$ cat src/rtl/cover_toggle_collector_if.sv
// Valid/ready stream carrying one global cover index per beat.
// The collector drives the master side. The consumer uses the slave side.
interface cover_toggle_collector_if #(
    parameter int IDX_W = 64
) ();
    logic             out_valid;
    logic             out_ready;
    logic [IDX_W-1:0] out_index;

    modport master (
        output out_valid,
        output out_index,
        input  out_ready
    );

    modport slave (
        input  out_valid,
        input  out_index,
        output out_ready
    );
endinterface

$ cat src/rtl/cover_toggle_collector.sv
// Toggle-coverage collector: sticky first-hit bitmap, exactly-once index stream,
// run-time clear and a saturating count of distinct covered points.
module cover_toggle_collector #(
    parameter int              WIDTH       = 29,
    parameter longint unsigned COVER_INDEX = 0,
    parameter int              IDX_W       = 64,
    parameter int              CNT_W       = 16
) (
    input  logic                      clock,
    input  logic                      reset,
    input  logic [WIDTH-1:0]          valid,
    input  logic                      enable,
    input  logic                      clear,
    cover_toggle_collector_if.master  stream,
    output logic [CNT_W-1:0]          hit_count,
    output logic                      busy
);
    localparam int SEL_W = (WIDTH > 1) ? $clog2(WIDTH) : 1;
    localparam int PC_W  = $clog2(WIDTH + 1);
    localparam int SUM_W = ((CNT_W > PC_W) ? CNT_W : PC_W) + 1;
    localparam logic [IDX_W-1:0] BASE    = IDX_W'(COVER_INDEX);
    localparam logic [SUM_W-1:0] CNT_MAX = (SUM_W'(1) << CNT_W) - SUM_W'(1);

    logic [WIDTH-1:0] seen_q, seen_d;
    logic [WIDTH-1:0] pend_q, pend_d;
    logic             out_valid_q, out_valid_d;
    logic [IDX_W-1:0] out_index_q, out_index_d;
    logic [CNT_W-1:0] hit_count_q, hit_count_d;

    logic [WIDTH-1:0] new_hits;
    logic [PC_W-1:0]  pop_cnt;
    logic [SUM_W-1:0] cnt_sum;
    logic [SEL_W-1:0] sel;
    logic             pend_any;
    logic             out_free;

    assign new_hits = valid & ~seen_q;
    assign pend_any = |pend_q;
    assign out_free = !out_valid_q || stream.out_ready;
    assign cnt_sum  = SUM_W'(hit_count_q) + SUM_W'(pop_cnt);

    // Scanning from the top down leaves the lowest set bit in sel.
    always_comb begin
        sel = '0;
        for (int i = WIDTH - 1; i >= 0; i--) begin
            if (pend_q[i]) begin
                sel = SEL_W'(i);
            end
        end
    end

    always_comb begin
        pop_cnt = '0;
        for (int i = 0; i < WIDTH; i++) begin
            pop_cnt = pop_cnt + PC_W'(new_hits[i]);
        end
    end

    always_comb begin
        seen_d      = seen_q;
        pend_d      = pend_q;
        out_valid_d = out_valid_q;
        out_index_d = out_index_q;
        hit_count_d = hit_count_q;
        if (clear) begin
            // A beat still waiting for its consumer survives. Nothing new is loaded.
            seen_d      = '0;
            pend_d      = '0;
            hit_count_d = '0;
            if (out_free) begin
                out_valid_d = 1'b0;
            end
        end else begin
            if (out_free) begin
                if (pend_any) begin
                    out_valid_d = 1'b1;
                    out_index_d = BASE + IDX_W'(sel);
                    pend_d[sel] = 1'b0;
                end else begin
                    out_valid_d = 1'b0;
                end
            end
            if (enable) begin
                seen_d      = seen_q | valid;
                pend_d      = pend_d | new_hits;
                hit_count_d = (cnt_sum > CNT_MAX) ? CNT_MAX[CNT_W-1:0] : cnt_sum[CNT_W-1:0];
            end
        end
    end

    always_ff @(posedge clock) begin
        if (!reset) begin
            seen_q      <= '0;
            pend_q      <= '0;
            out_valid_q <= 1'b0;
            out_index_q <= '0;
            hit_count_q <= '0;
        end else begin
            seen_q      <= seen_d;
            pend_q      <= pend_d;
            out_valid_q <= out_valid_d;
            out_index_q <= out_index_d;
            hit_count_q <= hit_count_d;
        end
    end

    assign stream.out_valid = out_valid_q;
    assign stream.out_index = out_index_q;
    assign hit_count        = hit_count_q;
    assign busy             = pend_any || out_valid_q;
endmodule

$ cat src/flat_wrapper.sv
// flat-port wrapper written by rule: the top's interface ports become plain ports
module cover_toggle_collector_flat 
#(
    parameter int              WIDTH       = 29,
    parameter longint unsigned COVER_INDEX = 0,
    parameter int              IDX_W       = 64,
    parameter int              CNT_W       = 16
)
  (clock, reset, valid, enable, clear, hit_count, busy, stream_out_valid, stream_out_index, stream_out_ready);
  cover_toggle_collector_if #(.IDX_W(IDX_W)) stream_i ();
  input  logic clock;
  input  logic reset;
  input  logic [WIDTH-1:0] valid;
  input  logic enable;
  input  logic clear;
  output logic [CNT_W-1:0] hit_count;
  output logic busy;
  output wire logic [$bits(stream_i.out_valid)-1:0] stream_out_valid;
  output wire logic [$bits(stream_i.out_index)-1:0] stream_out_index;
  input wire logic [$bits(stream_i.out_ready)-1:0] stream_out_ready;
  assign stream_out_valid = stream_i.out_valid;
  assign stream_out_index = stream_i.out_index;
  assign stream_i.out_ready = stream_out_ready;
  cover_toggle_collector #(.WIDTH(WIDTH), .COVER_INDEX(COVER_INDEX), .IDX_W(IDX_W), .CNT_W(CNT_W)) u_core (.clock(clock), .reset(reset), .valid(valid), .enable(enable), .clear(clear), .stream(stream_i), .hit_count(hit_count), .busy(busy));
endmodule
$ cat config.mk
export PLATFORM = sky130hd
export DESIGN_NAME = cover_toggle_collector_flat
export DESIGN_NICKNAME = d
export VERILOG_FILES = /design/src/rtl/cover_toggle_collector_if.sv /design/src/rtl/cover_toggle_collector.sv /design/src/flat_wrapper.sv
export SDC_FILE = /design/constraint.sdc
export NUM_CORES = 1
export LEC_CHECK = 0
export CELL_PAD_IN_SITES_DETAIL_PLACEMENT = 0
export CELL_PAD_IN_SITES_GLOBAL_PLACEMENT = 1
export CORE_UTILIZATION = 40
export DETAILED_ROUTE_END_ITERATION = 12
export PLACE_DENSITY_LB_ADDON = 0.05
export SYNTH_ARGS = -nofsm -noshare
export SYNTH_HDL_FRONTEND = slang
export SYNTH_SLANG_ARGS = --single-unit
$ cat constraint.sdc
create_clock -name clock -period 23.6 [get_ports clock]
set_clock_uncertainty 0.05 [all_clocks]
set_input_delay 7.08 -clock clock [delete_from_list [all_inputs] [get_ports clock]]
set_output_delay 7.08 -clock clock [all_outputs]
set_load 0.05 [all_outputs]
# Yosys cells after proc, flatten, opt, wreduce, memory -nomap -nowiden
# Cells that the tools add are included.
# op_classes
magnitude_cmp	3
addsub	29
bitwise	8
muxes	40
reduce_logical	7
# ops
operator	n
5-bit two-way mux	29
5-bit by 1-bit adder with 5-bit output	27
29-bit two-way mux	4
29-bit bitwise AND	2
29-bit inverter	2
29-bit OR	2
29-bit OR reduction	1
16-bit by 5-bit adder with 17-bit output	1
17-bit by 16-bit greater-than comparator with 1-bit output (second input constant)	1
16-bit two-way mux	1
5-bit by 6-bit < comparator with 1-bit output (second input constant)	1
1-bit demux with 5-bit select	1
5-bit by 1-bit greater-or-equal comparator with 1-bit output (second input constant)	1
1-bit two-way mux	5
3-bit AND reduction	1
1-bit by 1-bit adder with 2-bit output	1
1-bit logical OR	2
1-bit inverter	2
2-bit OR reduction	1
1-bit logical AND	1
1-bit logical NOT	1
# word_totals
input_bits	34
wordCells	92
regBits	80
out_inout_bits	82

# Logic depth before layout (Yosys ltp)
# Gate-level depths: netlist of run 1.
# depth
ltp_word	40
depth_mapped	24
depth_no_buf	23

# Worst setup path after synthesis of run 1
# No wires, ideal clock.
# synth_timing
kind	input to register
start	input port valid[0]
end	register u_core.hit_count_q[9] (netlist: u_core.hit_count[9])
slack_ns	10.459
setup_ns	0.128
stages	23
t_required_ns	23.422
arrival_time_ns	12.963
path_buffers	1
path_cell_list	nor2b_1 ha_1 inv_1 fa_1 fa_1 fa_1 fa_1 fa_1 fa_1 inv_1 ha_1 fa_1 a21o_1 a21oi_1 xnor2_1 ha_1 o21a_1 o31a_1 o211ai_1 clkbuf_1 nand2_1 mux2i_1 nor2_1
# synth_via
elab_chain_len	32
# synth_lines
item	line	source
start, declared	flat_wrapper.sv:13	input logic [WIDTH-1:0] valid;
29-bit bitwise AND (*)	cover_toggle_collector.sv:37	assign new_hits = valid & ~seen_q;
1-bit by 1-bit adder with 2-bit output (*)	cover_toggle_collector.sv:55	pop_cnt = pop_cnt + PC_W'(new_hits[i]);
5-bit by 1-bit adder with 5-bit output (*) (27 in a row)	cover_toggle_collector.sv:55	
16-bit by 5-bit adder with 17-bit output (*)	cover_toggle_collector.sv:40	assign cnt_sum = SUM_W'(hit_count_q) + SUM_W'(pop_cnt);
17-bit by 16-bit greater-than comparator with 1-bit output	cover_toggle_collector.sv:86	hit_count_d = (cnt_sum > CNT_MAX) ? CNT_MAX[CNT_W-1:0] : cnt_sum[CNT_W-1:0];
16-bit two-way mux (*)	cover_toggle_collector.sv:86	
end signal, assigned	cover_toggle_collector.sv:103	hit_count_q <= hit_count_d;
end, declared	cover_toggle_collector.sv:28	logic [CNT_W-1:0] hit_count_q, hit_count_d;
# Every way passes the cells marked *; elsewhere a longest branch is shown, timed or not.
# A chain may end at the register's enable or synchronous reset.

# Worst setup path in the final report of run 1
# layout_timing
start	input port valid[1]
end	register u_core.hit_count_q[12] (netlist: u_core.hit_count[12])
# The elaborated chain is that of the path after synthesis.

==> metrics.md, run 1 <==
| Metric | Value |
|---|---|
| Initial Util | `0.417` |
| CTS tree | `done` |
| Reg2reg start | `u_core.seen_q[0]` |
| Min-Delay Path Class | `reg2reg` |
| Pwr dens | `121 nW/um2` |
| Vias per cell | `5.07` |
| Worst path max stage delay | `750 ps` |
| Worst-skew pair later-pin latency | `350 ps` |
| Vias in the first global route | `4000` |
| Post-cts sizing count | `0` |
| Mux share of post-synthesis cell area | `0.00787` |
| I/O Buffers | `56` |
| Placer congestion estimate | `0.844` |
| Fill cells | `1238` |
| Global route overflow | `0` |
| Max-cap violations | `0` |
| Antenna viol nets, final | `0` |
| Number of synthesis warnings | `0` |
| Die Wd | `115 um` |
| Startpoint types | `input pin` |
| Fin crit share | `0.588` |
| Total negative slack | `0 ps` |
| CTS clk-pin slew, worst paths | `60 ps` |
| Die ar. | `13200 um2` |
| Layout cells sized above 1 | `0.0478` |
| Reg2reg path depth | `21` |
| Detailed-route via count | `4247` |
| Cts hold-fix bufs | `0` |
| CP arrival | `14020 ps` |
| Pins Over Slew Limit | `0` |
| Mapped Cells | `616` |
| Hold Crit Start | `u_core.stream.out_index[2]` |
| Crit Path Max Fanout | `13` |
| Async SR Flop Fraction | `0` |
| CP most frequent cell | `fa_1` |
| Io pins | `116` |
| Dpl ws | `9320 ps` |
| Root Buffer | `clkbuf_16` |
| Synth Area in Adders | `0.121` |
| Xor/xnor share of the synthesized area | `0.00860` |
| Initial antenna violation count | `0` |
| Seq/Total Area, Yosys | `0.315` |
| Largest family of logic cells by synthesized area | `simple AND/OR/NAND/NOR gates` |
| Final WL | `12600 um` |
| Placed insts | `822` |
| CTS Buf Count | `9` |
| Seq cells post-synth | `80` |
| Worst Hold Depth | `2` |
| Simple-gate area share of the yosys netlist | `0.215` |
| Hold worst-path end | `u_core.stream.out_index[2]` |
| CP Class | `in2reg` |
| # DRC | `0` |
| Core Box Area | `12200 um2` |
| Die H | `115 um` |
| Worst R2R End | `u_core.hit_count[12]` |
| Area occupied by multi-input gates | `3030 um2` |
| ANT cells | `0` |
| Netlist Area Pre-Place | `5090 um2` |
| CP bufs+invs | `3` |
| Final setup vio count | `0` |
| Static Leak | `0.00243 uW` |
| Synthesis-to-finish area growth | `14.8%` |
| CTS Buffer Depth | `2` |
| Post-CTS Setup Repair Bufs | `0` |
| CP Cell Sequence | `clkdlybuf4s50_1, nor2b_1, ha_1, inv_1, fa_1, fa_1, fa_1, fa_1, fa_1, fa_1, inv_1, ha_1, fa_1, a21o_1, a21oi_1, xnor2_1, ha_1, o21a_1, o31a_1, o211ai_1, and2_1, a311oi_1` |
| Final hold vios | `0` |
| RSZ-0062 raised after global routing | `no` |
| Reg2Reg Setup Slack | `16630 ps` |
| Status | `finished, final reports clean` |
| Initial DRC Count | `184` |
| TritonCTS Sinks | `80` |
| Distinct cells, synth | `59` |
| Synth Area per Inst | `8.26 um2` |
| F_max | `0.0721 GHz` |
| Drt wl/cell | `15.0 um` |
| Req. time, crit path | `23750 ps` |
| Final Net Count | `735` |
| Worst VDD drop | `162 uV` |
| Final HPWL DP | `9300 um` |
| Post-synth EDFFs | `0` |
| Post-synthesis compound-gate area fraction | `0.199` |
| Primary FF master, synth | `dfxtp_1` |
| Post-Layout Cell Count | `838` |
| Pin count of the biggest net entering global routing | `72` |
| Slowest-stage cell, CP | `o211ai_1` |
| Worst slew pin tran | `930 ps` |
| PnR worst setup slack | `9720 ps` |
| CP delay by family, top | `adder cells` |
| Row cnt | `40` |
| Max_slew headroom | `0.377` |
| Register Area | `1600 um2` |
| Final min period | `13880 ps` |
| Pwr Total | `709 uW` |
| DRT Pass-1 Iters | `4` |
| Total GRT Usage | `0.206` |
| First-pass GRT wire length | `20600 um` |
| H-tree depth | `3` |
| Critical path endpoint category | `flip-flop` |
## area by class of cell
cell class,count,share of cell area
well taps,168,0.0360
multi-input cells,473,0.518
repair buffers,59,0.0989
clock buffers,13,0.0428
inverters,42,0.0270
flip-flops and latches,80,0.274
clock inverters,3,0.00300
## sequential cells by signal (all words and copies together), names as in the netlist
register / cells
u_core.hit_count: 16
u_core.stream.out_index: 5
u_core.stream.out_valid: 1
u_core.seen_q: 29
u_core.pend_q: 29
## metal layers
metal | vias to the layer above | global-route usage | routed length, um
li1 | 2121 | - | -
met4 | 0 | 0.0641 | 182
met5 | - | 0 | 0
met1 | 2008 | 0.278 | 6220
met3 | 11 | 0.0506 | 527
met2 | 107 | 0.327 | 5630
## how the worst max path moves through the flow
stage,start,end,slack [ps],cells after the start
finish,valid[1],u_core.hit_count[12],9720,22
global route,valid[0],u_core.hit_count[4],9330,23
CTS,valid[0],u_core.hit_count[12],9680,22
detailed placement,valid[0],u_core.hit_count[8],9320,22
global placement,valid[0],u_core.hit_count[12],9400,22
floorplan,valid[0],u_core.hit_count[9],10460,23
## kinds of logic after synthesis
| group | Yosys count |
|---|---|
| AOI/OAI and AO/OA | 160 |
| muxes | 4 |
| buffers and inverters | 121 |
| and+or+nand+nor | 209 |
| adders and majority gates | 36 |
| other | 1 |
| xor gates and xnor gates | 5 |
| DFF | 80 |
## placed cells by master (no fill, tap or decap), drive strengths merged, types with 10 or more instances in the layout
master,n
dfxtp,80
nor2,68
a21oi,64
conb,59
clkdlybuf4s50,55
inv,42
nand2,30
o21ai,29
fa,22
nor2b,21
nand2b,21
nor3,18
a31oi,15
ha,14
clkbuf,13
nor4,12
nand3,10
## cells in the mapped netlist, types with 5 or more instances
cell type	count	area (um2)
a21o_1	5	37.5
a21oi_1	64	320
a311oi_1	8	70.1
a31oi_1	14	87.6
and2_1	5	31.3
and3_1	5	31.3
buf_4	59	443
clkbuf_1	17	63.8
dfxtp_1	80	1600
fa_1	22	440
ha_1	14	175
inv_1	42	158
nand2_1	29	109
nand2b_1	21	131
nand3_1	10	50.1
nand4_1	5	31.3
nor2_1	67	251
nor2b_1	21	131
nor3_1	18	90.1
nor4_1	10	62.6
o21ai_0	23	115
o21ai_1	5	25.0
o31ai_1	6	45.0
## tightest hold or removal path: cells and delay by family, from the launching register on
kind	cells	cell delay, ps
and+or+nand+nor	1	50
AOI/OAI and AO/OA	1	50
DFF	1	300
## stage by stage
step	instance area, um2	util	hold slack (ps)
6_report	5850	0.479	402
4_1_cts	5850	0.479	406
5_1_grt	5850	0.479	428
2_1_floorplan	5310	-	378
3_5_place_dp	5580	0.457	401
3_3_place_gp	5580	0.457	388
## report_power, final
| group | internal [uW] | leakage [uW] | total [uW] | switching (uW) |
|---|---|---|---|---|
| clock | 73.8 | 0.000130 | 128 | 54.5 |
| combinational | 178 | 0.00165 | 429 | 251 |
| sequential | 143 | 0.000652 | 151 | 8.14 |
No activity file was read; power rests on OpenSTA's default activity.
==> inputs of run 2 (changes only) <==
--- a/config.mk
+++ b/config.mk
@@ -7,7 +7,7 @@
 export LEC_CHECK = 0
 export CELL_PAD_IN_SITES_DETAIL_PLACEMENT = 0
 export CELL_PAD_IN_SITES_GLOBAL_PLACEMENT = 1
-export CORE_UTILIZATION = 40
+export CORE_UTILIZATION = 34
 export DETAILED_ROUTE_END_ITERATION = 12
 export PLACE_DENSITY_LB_ADDON = 0.05
 export SYNTH_ARGS = -nofsm -noshare
==> constraint.sdc (replaced) <==
create_clock -name clock -period 12.1 [get_ports clock]
set_clock_uncertainty 0.05 [all_clocks]
set_input_delay 3.63 -clock clock [delete_from_list [all_inputs] [get_ports clock]]
set_output_delay 3.63 -clock clock [all_outputs]
set_load 0.05 [all_outputs]
==> metrics.md, run 2 (same netlist as run 1, synthesis figures left out) <==
| Metric | Value |
|---|---|
| Hold worst-path end | `u_core.stream.out_index[3]` |
| Pwr dens | `241 nW/um2 (+98%)` |
| Pins Over Slew Limit | `0 (unchanged)` |
| Global route overflow | `0 (unchanged)` |
| Vias in the first global route | `3952 (-1.2%)` |
| CTS clk-pin slew, worst paths | `60 ps (about the same)` |
| Antenna viol nets, final | `0 (unchanged)` |
| H-tree depth | `3 (unchanged)` |
| Fin crit share | `0.862` |
| Area occupied by multi-input gates | `3030 um2 (unchanged)` |
| Final HPWL DP | `9790 um (+5.3%)` |
| Most frequent cells in the layout | `dfxtp_1, nor2_1, a21oi_1` |
| Post-CTS Setup Repair Bufs | `0 (unchanged)` |
| F_max | `0.0959 GHz` |
| CTS Buffer Depth | `2 (unchanged)` |
| Pwr Total | `1420 uW (+100%)` |
| Total negative slack | `0 ps (unchanged)` |
| Worst VDD drop | `267 uV (+65%)` |
| Final Net Count | `735 (unchanged)` |
| Detailed-route via count | `4239 (-0.19%)` |
| Layout cells sized above 1 | `0.0494 (+0.00164)` |
| CP arrival | `10570 ps (-3450 ps)` |
| Startpoint types | `input pin` |
| Synthesis-to-finish area growth | `16.1%` |
| Slowest-stage cell, CP | `o211ai_1` |
| CTS Buf Count | `9 (unchanged)` |
| Placed insts | `838 (+1.9%)` |
| First-pass GRT wire length | `21400 um (+3.5%)` |
| Initial antenna violation count | `0 (unchanged)` |
| Row cnt | `44 (+10%)` |
| Status | `finished, final reports clean` |
| Initial Util | `0.349 (-0.0679)` |
| Cts hold-fix bufs | `0 (unchanged)` |
| RSZ-0062 raised after global routing | `no` |
| Reg2reg path depth | `21 (unchanged)` |
| Total GRT Usage | `0.176 (-0.0300)` |
| Initial DRC Count | `210 (+14%)` |
| TritonCTS Sinks | `80 (unchanged)` |
| Final hold vios | `0 (unchanged)` |
| Register Area | `1600 um2 (unchanged)` |
| CP bufs+invs | `3 (unchanged)` |
| Static Leak | `0.00246 uW (+1.0%)` |
| Worst Hold Depth | `2 (unchanged)` |
| Worst R2R End | `u_core.hit_count[8]` |
| Die H | `124 um (+8.3%)` |
| Commonest non-fill, non-tap cell in the layout | `dfxtp_1` |
| Final WL | `13200 um (+5.3%)` |
| Vias per cell | `4.98 (-1.8%)` |
| Post-Layout Cell Count | `852 (+1.7%)` |
| Reg2Reg Setup Slack | `5150 ps (-11480 ps)` |
| Max-cap violations | `0 (unchanged)` |
| # DRC | `0 (unchanged)` |
| Finished Core Util | `0.405 (-0.0738)` |
| CP most frequent cell | `fa_1` |
| Placer congestion estimate | `0.802 (-5.0%)` |
| Worst-skew pair later-pin latency | `340 ps (about the same)` |
| Fill cells | `1487 (+20%)` |
| I/O Buffers | `56 (unchanged)` |
| Final setup vio count | `0 (unchanged)` |
| CP delay by family, top | `adder cells` |
| Die ar. | `15500 um2 (+17%)` |
| Io pins | `116 (unchanged)` |
| Critical path endpoint category | `flip-flop` |
| Core Box Area | `14600 um2 (+19%)` |
| CTS tree | `done` |
| Min-Delay Path Class | `reg2reg` |
| Crit Path Max Fanout | `13 (unchanged)` |
| Hold Crit Start | `u_core.stream.out_index[3]` |
| Worst path max stage delay | `790 ps (+40 ps)` |
| Final min period | `10430 ps` |
| CP Class | `in2reg` |
| Die Wd | `124 um (+8.3%)` |
| Post-cts sizing count | `0 (unchanged)` |
| Pin count of the biggest net entering global routing | `72 (unchanged)` |
| Worst slew pin tran | `983 ps (+53.5 ps)` |
| Reg2reg start | `u_core.seen_q[0]` |
| Req. time, crit path | `12240 ps (-11510 ps)` |
| CP Cell Sequence | `clkdlybuf4s50_1, nor2b_1, ha_1, inv_1, fa_1, fa_1, fa_1, fa_1, fa_1, fa_1, inv_1, ha_1, fa_1, a21o_1, a21oi_1, xnor2_1, ha_1, o21a_1, o31a_1, o211ai_1, and2_1, a311oi_1` |
| ANT cells | `0 (unchanged)` |
| Root Buffer | `clkbuf_16` |
| Max_slew headroom | `0.342 (-0.0358)` |
| Drt wl/cell | `15.5 um (+3.5%)` |
| DRT Pass-1 Iters | `4 (unchanged)` |
==> run 2: changes by cell type in the layout (fill, tap and decap cells not counted), sizes merged <==
| cell | previous run | this run |
|---|---|---|
| clkbuf | 13 | 10 |
| clkinvlp | 1 | 0 |
| bufinv | 0 | 2 |
==> run 2: cell type report <==
cell class | instances | share of cell area
clock buffers | 10 | 0.0405
clock inverters | 4 | 0.0119
inverters | 42 | 0.0267
multi-input cells | 473 | 0.513
flip-flops and latches | 80 | 0.271
well taps | 184 | 0.0390
repair buffers | 59 | 0.0979
==> run 2: through the flow <==
step / hold slack, ps / cell area (um2) / setup WS, ps
floorplan: 378 / 5310 / 2410
global placement: 389 / 5600 / 1300
detailed placement: 401 / 5600 / 1240
CTS: 408 / 5910 / 1600
global route: 430 / 5910 / 1150
finish: 399 / 5910 / 1670
==> run 2: worst reg2reg max path, stage by stage, from the launching register on <==
cell,delay (ps)
dfxtp_1,350
nor2b_1,60
ha_1,270
inv_1,50
fa_1,520
fa_1,540
fa_1,520
fa_1,520
fa_1,510
fa_1,540
inv_1,40
ha_1,210
fa_1,400
a21o_1,190
a21oi_1,160
xnor2_1,140
ha_1,280
o21a_1,120
o31a_1,130
o211ai_1,790
and2_1,290
a311oi_1,100
==> run 2: metal layers <==
layer  wire length [um]  share of wire  track usage
met1               6690           0.51        0.243
met2               5970           0.45        0.274
met3                358          0.027       0.0258
met4                209          0.016       0.0751
met5                  0              0            0
==> run 2: worst max-delay path by stage <==
stage | startpoint | depth (start not counted) | to
finish | valid[1] | 22 | u_core.hit_count[8]
global route | valid[0] | 22 | u_core.hit_count[8]
CTS | valid[1] | 22 | u_core.hit_count[8]
detailed placement | valid[1] | 22 | u_core.hit_count[8]
global placement | valid[1] | 22 | u_core.hit_count[10]
floorplan | valid[0] | 23 | u_core.hit_count[9]
==> run 2: power by group <==
group | switching (uW) | internal [uW]
Combinational | 486 | 347
Clock | 109 | 183
Sequential | 16.5 | 279
